[src/rtl/conv2d_opt_mem_if.sv]
// rtl/conv2d_opt_mem_if.sv - DMem-side read streamer and OFM writer for the conv2D compute engine
module conv2d_opt_mem_if #(
  parameter int AWIDTH   = 32,
  parameter int DWIDTH   = 32,
  parameter int WT_DIM   = 3,
  parameter int LOGDEPTH = 3
) (
  input  logic              clk,
  input  logic              rst,
  input  logic              start,
  output logic              idle,
  output logic              done,
  input  logic [31:0]       fm_dim,
  input  logic [AWIDTH-1:0] wt_base,
  input  logic [AWIDTH-1:0] ifm_base,
  input  logic [AWIDTH-1:0] ofm_base,
  output logic              mem_req_valid,
  input  logic              mem_req_ready,
  output logic              mem_req_write,
  output logic [AWIDTH-1:0] mem_req_addr,
  output logic [DWIDTH-1:0] mem_req_wdata,
  input  logic              mem_resp_valid,
  input  logic [DWIDTH-1:0] mem_resp_data,
  output logic [DWIDTH-1:0] rdata,
  output logic              rdata_valid,
  input  logic              rdata_ready,
  input  logic [DWIDTH-1:0] wdata,
  input  logic              wdata_valid,
  output logic              wdata_ready
);

  localparam int                DEPTH   = 1 << LOGDEPTH;
  localparam logic [31:0]       WT_SQ   = 32'(WT_DIM * WT_DIM);
  localparam logic [LOGDEPTH:0] DEPTH_C = (LOGDEPTH+1)'(DEPTH);
  localparam logic [LOGDEPTH:0] ONE_C   = (LOGDEPTH+1)'(1);

  typedef enum logic [1:0] {S_IDLE, S_RUN, S_DONE} state_t;

  state_t              state_q, state_d;
  logic [AWIDTH-1:0]   wt_base_q, ifm_base_q, ofm_base_q;
  logic [31:0]         rd_total, wr_total, rd_issued, wr_issued, wr_accepted;
  logic [LOGDEPTH:0]   outstanding, fifo_count;
  logic [LOGDEPTH-1:0] wr_ptr, rd_ptr;
  logic [DWIDTH-1:0]   fifo_mem [DEPTH];
  logic                hold_valid;
  logic [DWIDTH-1:0]   hold_data;
  logic                rd_locked;

  logic                run, rd_can, sel_write, job_complete;
  logic                req_fire, rd_fire, wr_fire, wd_fire;
  logic                resp_en, resp_dec, enq, deq;
  logic [31:0]         ifm_idx;
  logic [AWIDTH-1:0]   rd_addr, wr_addr;
  logic [LOGDEPTH+1:0] occupancy;

  assign run       = (state_q == S_RUN);
  assign ifm_idx   = rd_issued - WT_SQ;
  assign rd_addr   = (rd_issued < WT_SQ) ? wt_base_q + AWIDTH'({rd_issued, 2'b00})
                                         : ifm_base_q + AWIDTH'({ifm_idx, 2'b00});
  assign wr_addr   = ofm_base_q + AWIDTH'({wr_issued, 2'b00});
  assign occupancy = {1'b0, outstanding} + {1'b0, fifo_count};
  // Reads stop once in-flight plus buffered words could fill the buffer, so it never overflows.
  assign rd_can    = run && (rd_issued < rd_total) && (occupancy < (LOGDEPTH+2)'(DEPTH));
  // A read already stalled on the channel keeps it, so request fields never change mid-stall.
  assign sel_write = hold_valid && !rd_locked;

  assign req_fire  = mem_req_valid && mem_req_ready;
  assign rd_fire   = req_fire && !mem_req_write;
  assign wr_fire   = req_fire && mem_req_write;
  assign wd_fire   = wdata_valid && wdata_ready;
  assign resp_en   = run && mem_resp_valid;
  assign resp_dec  = resp_en && (outstanding != '0);
  assign deq       = rdata_valid && rdata_ready;
  assign enq       = resp_en && ((fifo_count != DEPTH_C) || deq);
  assign rdata       = fifo_mem[rd_ptr];
  assign rdata_valid = (fifo_count != '0);

  assign job_complete = (rd_issued == rd_total) && (outstanding == '0) &&
                        (fifo_count == '0) && (wr_issued == wr_total);

  always_ff @(posedge clk) begin
    if (!rst) state_q <= S_IDLE;
    else      state_q <= state_d;
  end

  always_comb begin
    state_d = state_q;
    case (state_q)
      S_IDLE:  if (start) state_d = S_RUN;
      S_RUN:   if (job_complete) state_d = S_DONE;
      S_DONE:  state_d = S_IDLE;
      default: state_d = S_IDLE;
    endcase
  end

  always_comb begin
    idle          = (state_q == S_IDLE);
    done          = (state_q == S_DONE);
    mem_req_valid = run && (hold_valid || rd_can);
    mem_req_write = sel_write;
    mem_req_addr  = sel_write ? wr_addr : rd_addr;
    mem_req_wdata = hold_data;
    // The holding slot may be refilled in the same cycle its write is accepted.
    wdata_ready   = run && (wr_accepted < wr_total) && (!hold_valid || wr_fire);
  end

  always_ff @(posedge clk) begin
    if (!rst) begin
      wt_base_q   <= '0;
      ifm_base_q  <= '0;
      ofm_base_q  <= '0;
      rd_total    <= '0;
      wr_total    <= '0;
      rd_issued   <= '0;
      wr_issued   <= '0;
      wr_accepted <= '0;
      outstanding <= '0;
      fifo_count  <= '0;
      wr_ptr      <= '0;
      rd_ptr      <= '0;
      hold_valid  <= 1'b0;
      hold_data   <= '0;
      rd_locked   <= 1'b0;
    end else if (idle && start) begin
      wt_base_q   <= wt_base;
      ifm_base_q  <= ifm_base;
      ofm_base_q  <= ofm_base;
      rd_total    <= WT_SQ + fm_dim * fm_dim;
      wr_total    <= fm_dim * fm_dim;
      rd_issued   <= '0;
      wr_issued   <= '0;
      wr_accepted <= '0;
      outstanding <= '0;
      hold_valid  <= 1'b0;
      rd_locked   <= 1'b0;
    end else begin
      if (rd_fire) rd_issued   <= rd_issued + 32'd1;
      if (wr_fire) wr_issued   <= wr_issued + 32'd1;
      if (wd_fire) wr_accepted <= wr_accepted + 32'd1;
      if (rd_fire && !resp_dec)      outstanding <= outstanding + ONE_C;
      else if (!rd_fire && resp_dec) outstanding <= outstanding - ONE_C;
      if (enq) wr_ptr <= wr_ptr + 1'b1;
      if (deq) rd_ptr <= rd_ptr + 1'b1;
      if (enq && !deq)      fifo_count <= fifo_count + ONE_C;
      else if (!enq && deq) fifo_count <= fifo_count - ONE_C;
      if (wd_fire) begin
        hold_valid <= 1'b1;
        hold_data  <= wdata;
      end else if (wr_fire) begin
        hold_valid <= 1'b0;
      end
      rd_locked <= mem_req_valid && !mem_req_ready && !mem_req_write;
    end
  end

  always_ff @(posedge clk) begin
    if (enq) fifo_mem[wr_ptr] <= mem_resp_data;
  end

endmodule
[config.mk]
export PLATFORM = sky130hd
export DESIGN_NAME = conv2d_opt_mem_if
export DESIGN_NICKNAME = d
export VERILOG_FILES = /design/src/rtl/conv2d_opt_mem_if.sv
export SDC_FILE = /design/constraint.sdc
export NUM_CORES = 2
export LEC_CHECK = 0
export ABC_AREA = 1
export BUFFER_PORTS_ARGS = -buffer_cell sky130_fd_sc_hd__buf_2
export CAP_MARGIN = 20
export CORE_ASPECT_RATIO = 0.75
export CORE_MARGIN = 2
export CORE_UTILIZATION = 50
export DETAILED_ROUTE_END_ITERATION = 12
export HOLD_SLACK_MARGIN = 0.08
export PLACE_DENSITY_LB_ADDON = 0.25
export SYNTH_ARGS = -nofsm -noshare
export SYNTH_HDL_FRONTEND = slang
export SYNTH_SLANG_ARGS = --single-unit
export TNS_END_PERCENT = 30
[constraint.sdc]
create_clock -name clk -period 8.3 [get_ports clk]
set_input_delay 0 -clock clk [delete_from_list [all_inputs] [get_ports clk]]
set_output_delay 0 -clock clk [all_outputs]
set_load 0.01 [all_outputs]
### After elaboration in Yosys (flattened, before gate mapping)

Memory sizes are Yosys's and may differ from the RTL's. A register that Yosys moved wholly into a read port is not among the register bits.
Cells that the tools add are included.

| storage, ports and cells | value |
|---|---|
| bits of input ports | 199 |
| register bits | 306 |
| memories | 1 |
| RAM bits | 256 |

Memory list:

| memory | words | width | read ports | clocked after memory_dff | wr ports | line | RTL |
|---|---|---|---|---|---|---|---|
| fifo_mem | 8 | 32 | 1 | 1 | 1 | 44 | `logic [DWIDTH-1:0] fifo_mem [DEPTH];` |

| cells by class | value |
|---|---|
| multiplexer cells | 15 |
| magnitude comparators | 4 |
| bitwise gates (word level) | 2 |
| $mul | 1 |
| equal/unequal tests | 7 |
| $add $sub $neg | 15 |
| reduce and logical (&&, ||, !) cells | 49 |

Operator list:

| cell | count |
|---|---|
| $add 32x1->32 const B | 3 |
| $add 32x32->32 | 3 |
| $eq 32x32->1 | 2 |
| $lt 32x32->1 | 2 |
| $mux 32 | 2 |
| $add 4x32->32 const A | 1 |
| $lt 32x4->1 const B | 1 |
| $mul 32x32->32 | 1 |
| $sub 30x4->30 const B | 1 |
| $logic_and 1x1->1 | 24 |
| $mux 4 | 4 |
| $reduce_and 2->1 | 5 |
| $add 4x1->4 const B | 2 |
| $logic_not 1->1 | 8 |
| $logic_not 4->1 | 2 |
| $reduce_bool 4->1 | 2 |
| $sub 4x1->4 const B | 2 |
| $add 3x1->3 const B | 2 |
| $mux 3 | 2 |
| $reduce_bool 2->1 | 3 |
| $add 4x4->5 | 1 |
| $lt 5x4->1 const B | 1 |
| $mux 1 | 4 |
| $mux 2 | 2 |
| other kinds (10) | 13 |

### Logic depth before layout (Yosys ltp)

| logic depth | value |
|---|---|
| word-level depth | 11 |
| mapped depth | 40 |
| depth with buffers taken out | 38 |

### Least setup slack after synthesis

OpenSTA, ideal clock, no wires.

| path | value |
|---|---|
| path kind | input-to-reg |
| start | input port fm_dim[3] |
| end | register rd_total[31] |
| required time | 8.187 ns |
| arrival | 6.604 ns |
| buffers on the path | 2 |
| setup slack | 1.583 ns |
| stages on the path | 34 |
| cells stage by stage | clkbuf_1 buf_1 nand2_1 fa_1 inv_1 fa_1 inv_1 fa_1 fa_1 inv_1 fa_1 fa_1 fa_1 inv_1 fa_1 inv_1 ha_1 nand2_1 nor2_1 inv_1 nor2_1 nand3_1 nand3_1 nand2_1 nand2_1 nand2_1 nor2_1 nand2_1 nor2_1 nand2_1 nand3_1 nand2_1 nand3_1 nand2_1 |

| between the ends | value |
|---|---|
| longest elaborated chain between the ends | 2 |

RTL lines:

| item | line | RTL |
|---|---|---|
| start: declaration | 13 | `input logic [31:0] fm_dim,` |
| $mul 32x32->32 | 128 | `rd_total <= WT_SQ + fm_dim * fm_dim;` |
| $add 4x32->32 | 128 |  |
| end signal: assignment | 128 |  |
| end: declaration | 41 | `logic [31:0] rd_total, wr_total, rd_issued, wr_issued, wr_accepted;` |

No other way between the ends.
A chain may end at the register's enable or synchronous reset.

### Worst setup path in the final report

| path | value |
|---|---|
| start | input port fm_dim[5] |
| end | register rd_total[25] |

The elaborated chain is that of the path after synthesis.

==> flow_summary_export.csv <==
group,metric,value,unit
grt,grt_pass1_wl,223200,µm
timing,slew_headroom,28.35,%
die,dieHeight,265.5,µm
clocking,insertion_delay,0.67,ns
min_path,hold_class,"input port to flip-flop",
route,avgViaCountPerCell,5.437,
clocking,cts_made_buffers,58,
timing,clock_skew,0.04942,ns
route,drt-total-wl,143500,µm
cells_and_area,areaGrowthSynthToFinish,15.58,%
clocking,htree_levels,2,
setup_path,r2r-start,"rd_total[2]",
cells_and_area,fin_nets,7026,
clocking,post_cts_resized,0,
die,num_rows,95,
yosys,synthCells,5722,
clocking,path_clk_slew,0.06,ns
placement,dpl.hpwl,107500,µm
min_path,min_path_cells,4,
setup_path,required,8.84,ns
route,drt_iter0_markers,4184,
yosys,synth_area_leaders,"edfxtp_1 17%, fa_1 16%, dfxtp_1 13%",
die,die_w,352.7,µm
cells_and_area,final_cell_mix,"1184 x nand2_1, 1004 x inv_1, 555 x nor2_1",
setup_path,crit_path_end_kind,"flip-flop",
grt,grt_max_degree,95,
grt,grt_pass1_vias,39550,
clocking,cts_tree,"yes",
clocking,post_cts_buffers,0,
yosys,syn_area,45580,µm²
setup_path,reg2reg_setup_slack,4.15,ns
setup_path,r2r_cells,17,
grt,grt_overflow,0,
setup_path,cp_common_cell,"fa_1",
yosys,avgSynthCellArea,7.967,µm²
min_path,holdPathEnd,"ifm_base_q[0]",
yosys,ys.flop_type,"dfxtp_1",
route,drc,0,
die,num_io_pins,301,
yosys,synth_fp_nets,6586,
setup_path,crit_type,"input port to flip-flop",
setup_path,slowest_delay,0.58,ns
die,dieArea,93630,µm²
timing,tightestPinTransition,1.074,ns
run_status,status,"finished, final reports clean",
placement,routabilityCongestion,1.011,
die,core_area,89980,µm²
grt,antenna_found_initial,2,
die,floorplan.initialDensity,50.66,%
timing,fin_crit,7.352,ns
yosys,synth_edf_count,256,
timing,report.final.setup_viol,0,
setup_path,cp.arrival,7.89,ns
route,ant_nets,0,
timing,max_freq,0.1360,GHz
timing,fin_crit_sh,88.58,%
min_path,hold_start,"ifm_base[0]",
route,vias,40360,
yosys,ys_ff_latch,562,
yosys,synth_top_area_share,16.86,%
grt,grt.total_usage,30.44,%
yosys,synth.largest_area_cell,"edfxtp_1",
job,cap_viol_max_count,0,
timing,rsz0062_at_grt,"no",
clocking,root_buffer,"clkbuf_16",
clocking,ctsHoldBuffers,234,
setup_path,critPathMaxFanout,17,
placement,io_buffers,300,
route,routedWlPerCell,19.33,µm
setup_path,crit_path_start_kind,"input port",
clocking,clock_sinks,562,
route,drt-pass1-iter-count,7,
timing,drv_slew,0,
timing,finalHoldViolations,0,
cells_and_area,drive_above_1_share,8.599,%
setup_path,r2r_end,"mem_req_wdata[29]",
cells_and_area,final_common_cell,"nand2_1",
timing,setup_tns,0,ns
setup_path,crit_slowest_cell,"fa_1",
yosys,async_flop_share,0,%
clocking,cts_buffer_depth,3,
yosys,synth_cell_types,63,
yosys,yosysSeqAreaShare,30.30,%
yosys,ys.warnings.count,0,
[metal layers]
layer	routed length [µm]	GRT usage, %	up-vias	part of all wire (%)
li1	-	-	19260	-
met1	66040	45.19	19110	46
met2	57860	43.66	1773	40
met3	16500	8.830	216	11
met4	3127	6.734	0	2.2
met5	0	0	-	0
[worst max-delay path: cells and delay by family]
family / cells / cell delay, ns
AND/OR/NAND/NOR: 13 / 2.29
adder cells (fa/ha/maj): 9 / 4.43
buffers and inverters: 8 / 1.15
[synth_stat cells, drive strengths merged, types with 2 or more instances]
| cell type | count |
|---|---|
| ha | 295 |
| o2111ai | 5 |
| inv | 1016 |
| o221ai | 5 |
| and2 | 3 |
| o21ai | 331 |
| a21o | 13 |
| o21a | 10 |
| nor2 | 590 |
| o31ai | 3 |
| a31oi | 53 |
| nor3 | 85 |
| clkinv | 3 |
| nor3b | 5 |
| nand3 | 188 |
| nand3b | 11 |
| clkbuf | 166 |
| and3 | 2 |
| o211ai | 8 |
| xnor2 | 35 |
| nor4 | 33 |
| nand4 | 64 |
| a21oi | 295 |
| a221oi | 2 |
| nand2 | 1195 |
| buf | 30 |
| a211oi | 8 |
| dfxtp | 306 |
| o21bai | 13 |
| o22ai | 71 |
| edfxtp | 256 |
| a22o | 90 |
| or2 | 14 |
| o32ai | 2 |
| fa | 370 |
| xor2 | 134 |
| a31o | 2 |
[cell type report]
| cell class | count | area (µm²) |
|---|---|---|
| tap | 1212 | 1516 |
| clock inverter | 32 | 523.0 |
| fill | 8009 | 37290 |
| multi-input combinational | 3945 | 27260 |
| timing repair buffer | 576 | 4184 |
| clock buffer | 76 | 1559 |
| inverter | 1019 | 3829 |
| sequential | 562 | 13820 |
| antenna | 1 | 2.502 |
[worst max-delay path by stage]
stage | start | to | slack [ns] | depth (start not counted)
after global placement | fm_dim[5] | rd_total[23] | 0.58 | 28
after floorplan | fm_dim[3] | rd_total[31] | 1.58 | 34
after detailed placement | fm_dim[5] | rd_total[23] | 0.52 | 28
after CTS | fm_dim[5] | rd_total[23] | 1.16 | 28
final | fm_dim[5] | rd_total[25] | 0.95 | 30
after global routing | fm_dim[1] | rd_total[30] | 0.67 | 32
[stage by stage]
stage               setup WS, ns  instance area, µm²  cells  hold WS (ns)  util (%)
detailed placement        0.5220               48260   7080        0.2072     53.64
finish                    0.9481               52690   7423        0.1060     58.56
global placement          0.5750               48240   7079        0.2051     53.61
CTS                        1.165               52690   7422       0.09055     58.55
floorplan                  1.583               45590   5722       0.07685         -
global route              0.6706               52690   7423        0.1104     58.56
[sequential cells by signal, indices dropped and copies added, names as in the netlist, named ones only]
register,flops
fifo_count,4
ofm_base_q,32
rd_locked,1
rd_total,32
rd_ptr,3
rd_issued,32
wr_accepted,32
wt_base_q,32
mem_req_wdata,32
state_q,2
outstanding,4
ifm_base_q,32
fifo_mem,256
wr_ptr,3
hold_valid,1
wr_issued,32
wr_total,29
[cells by family after synthesis]
| family | synth area share [%] |
|---|---|
| simple gates | 20.26 |
| buf+inv | 10.08 |
| compound gates | 11.68 |
| fa+ha+maj | 24.35 |
| flops | 30.30 |
| xor+xnor | 3.329 |
Power is not shown: default switching activity piles up to over one toggle a cycle in this logic, so the estimate is an artifact.
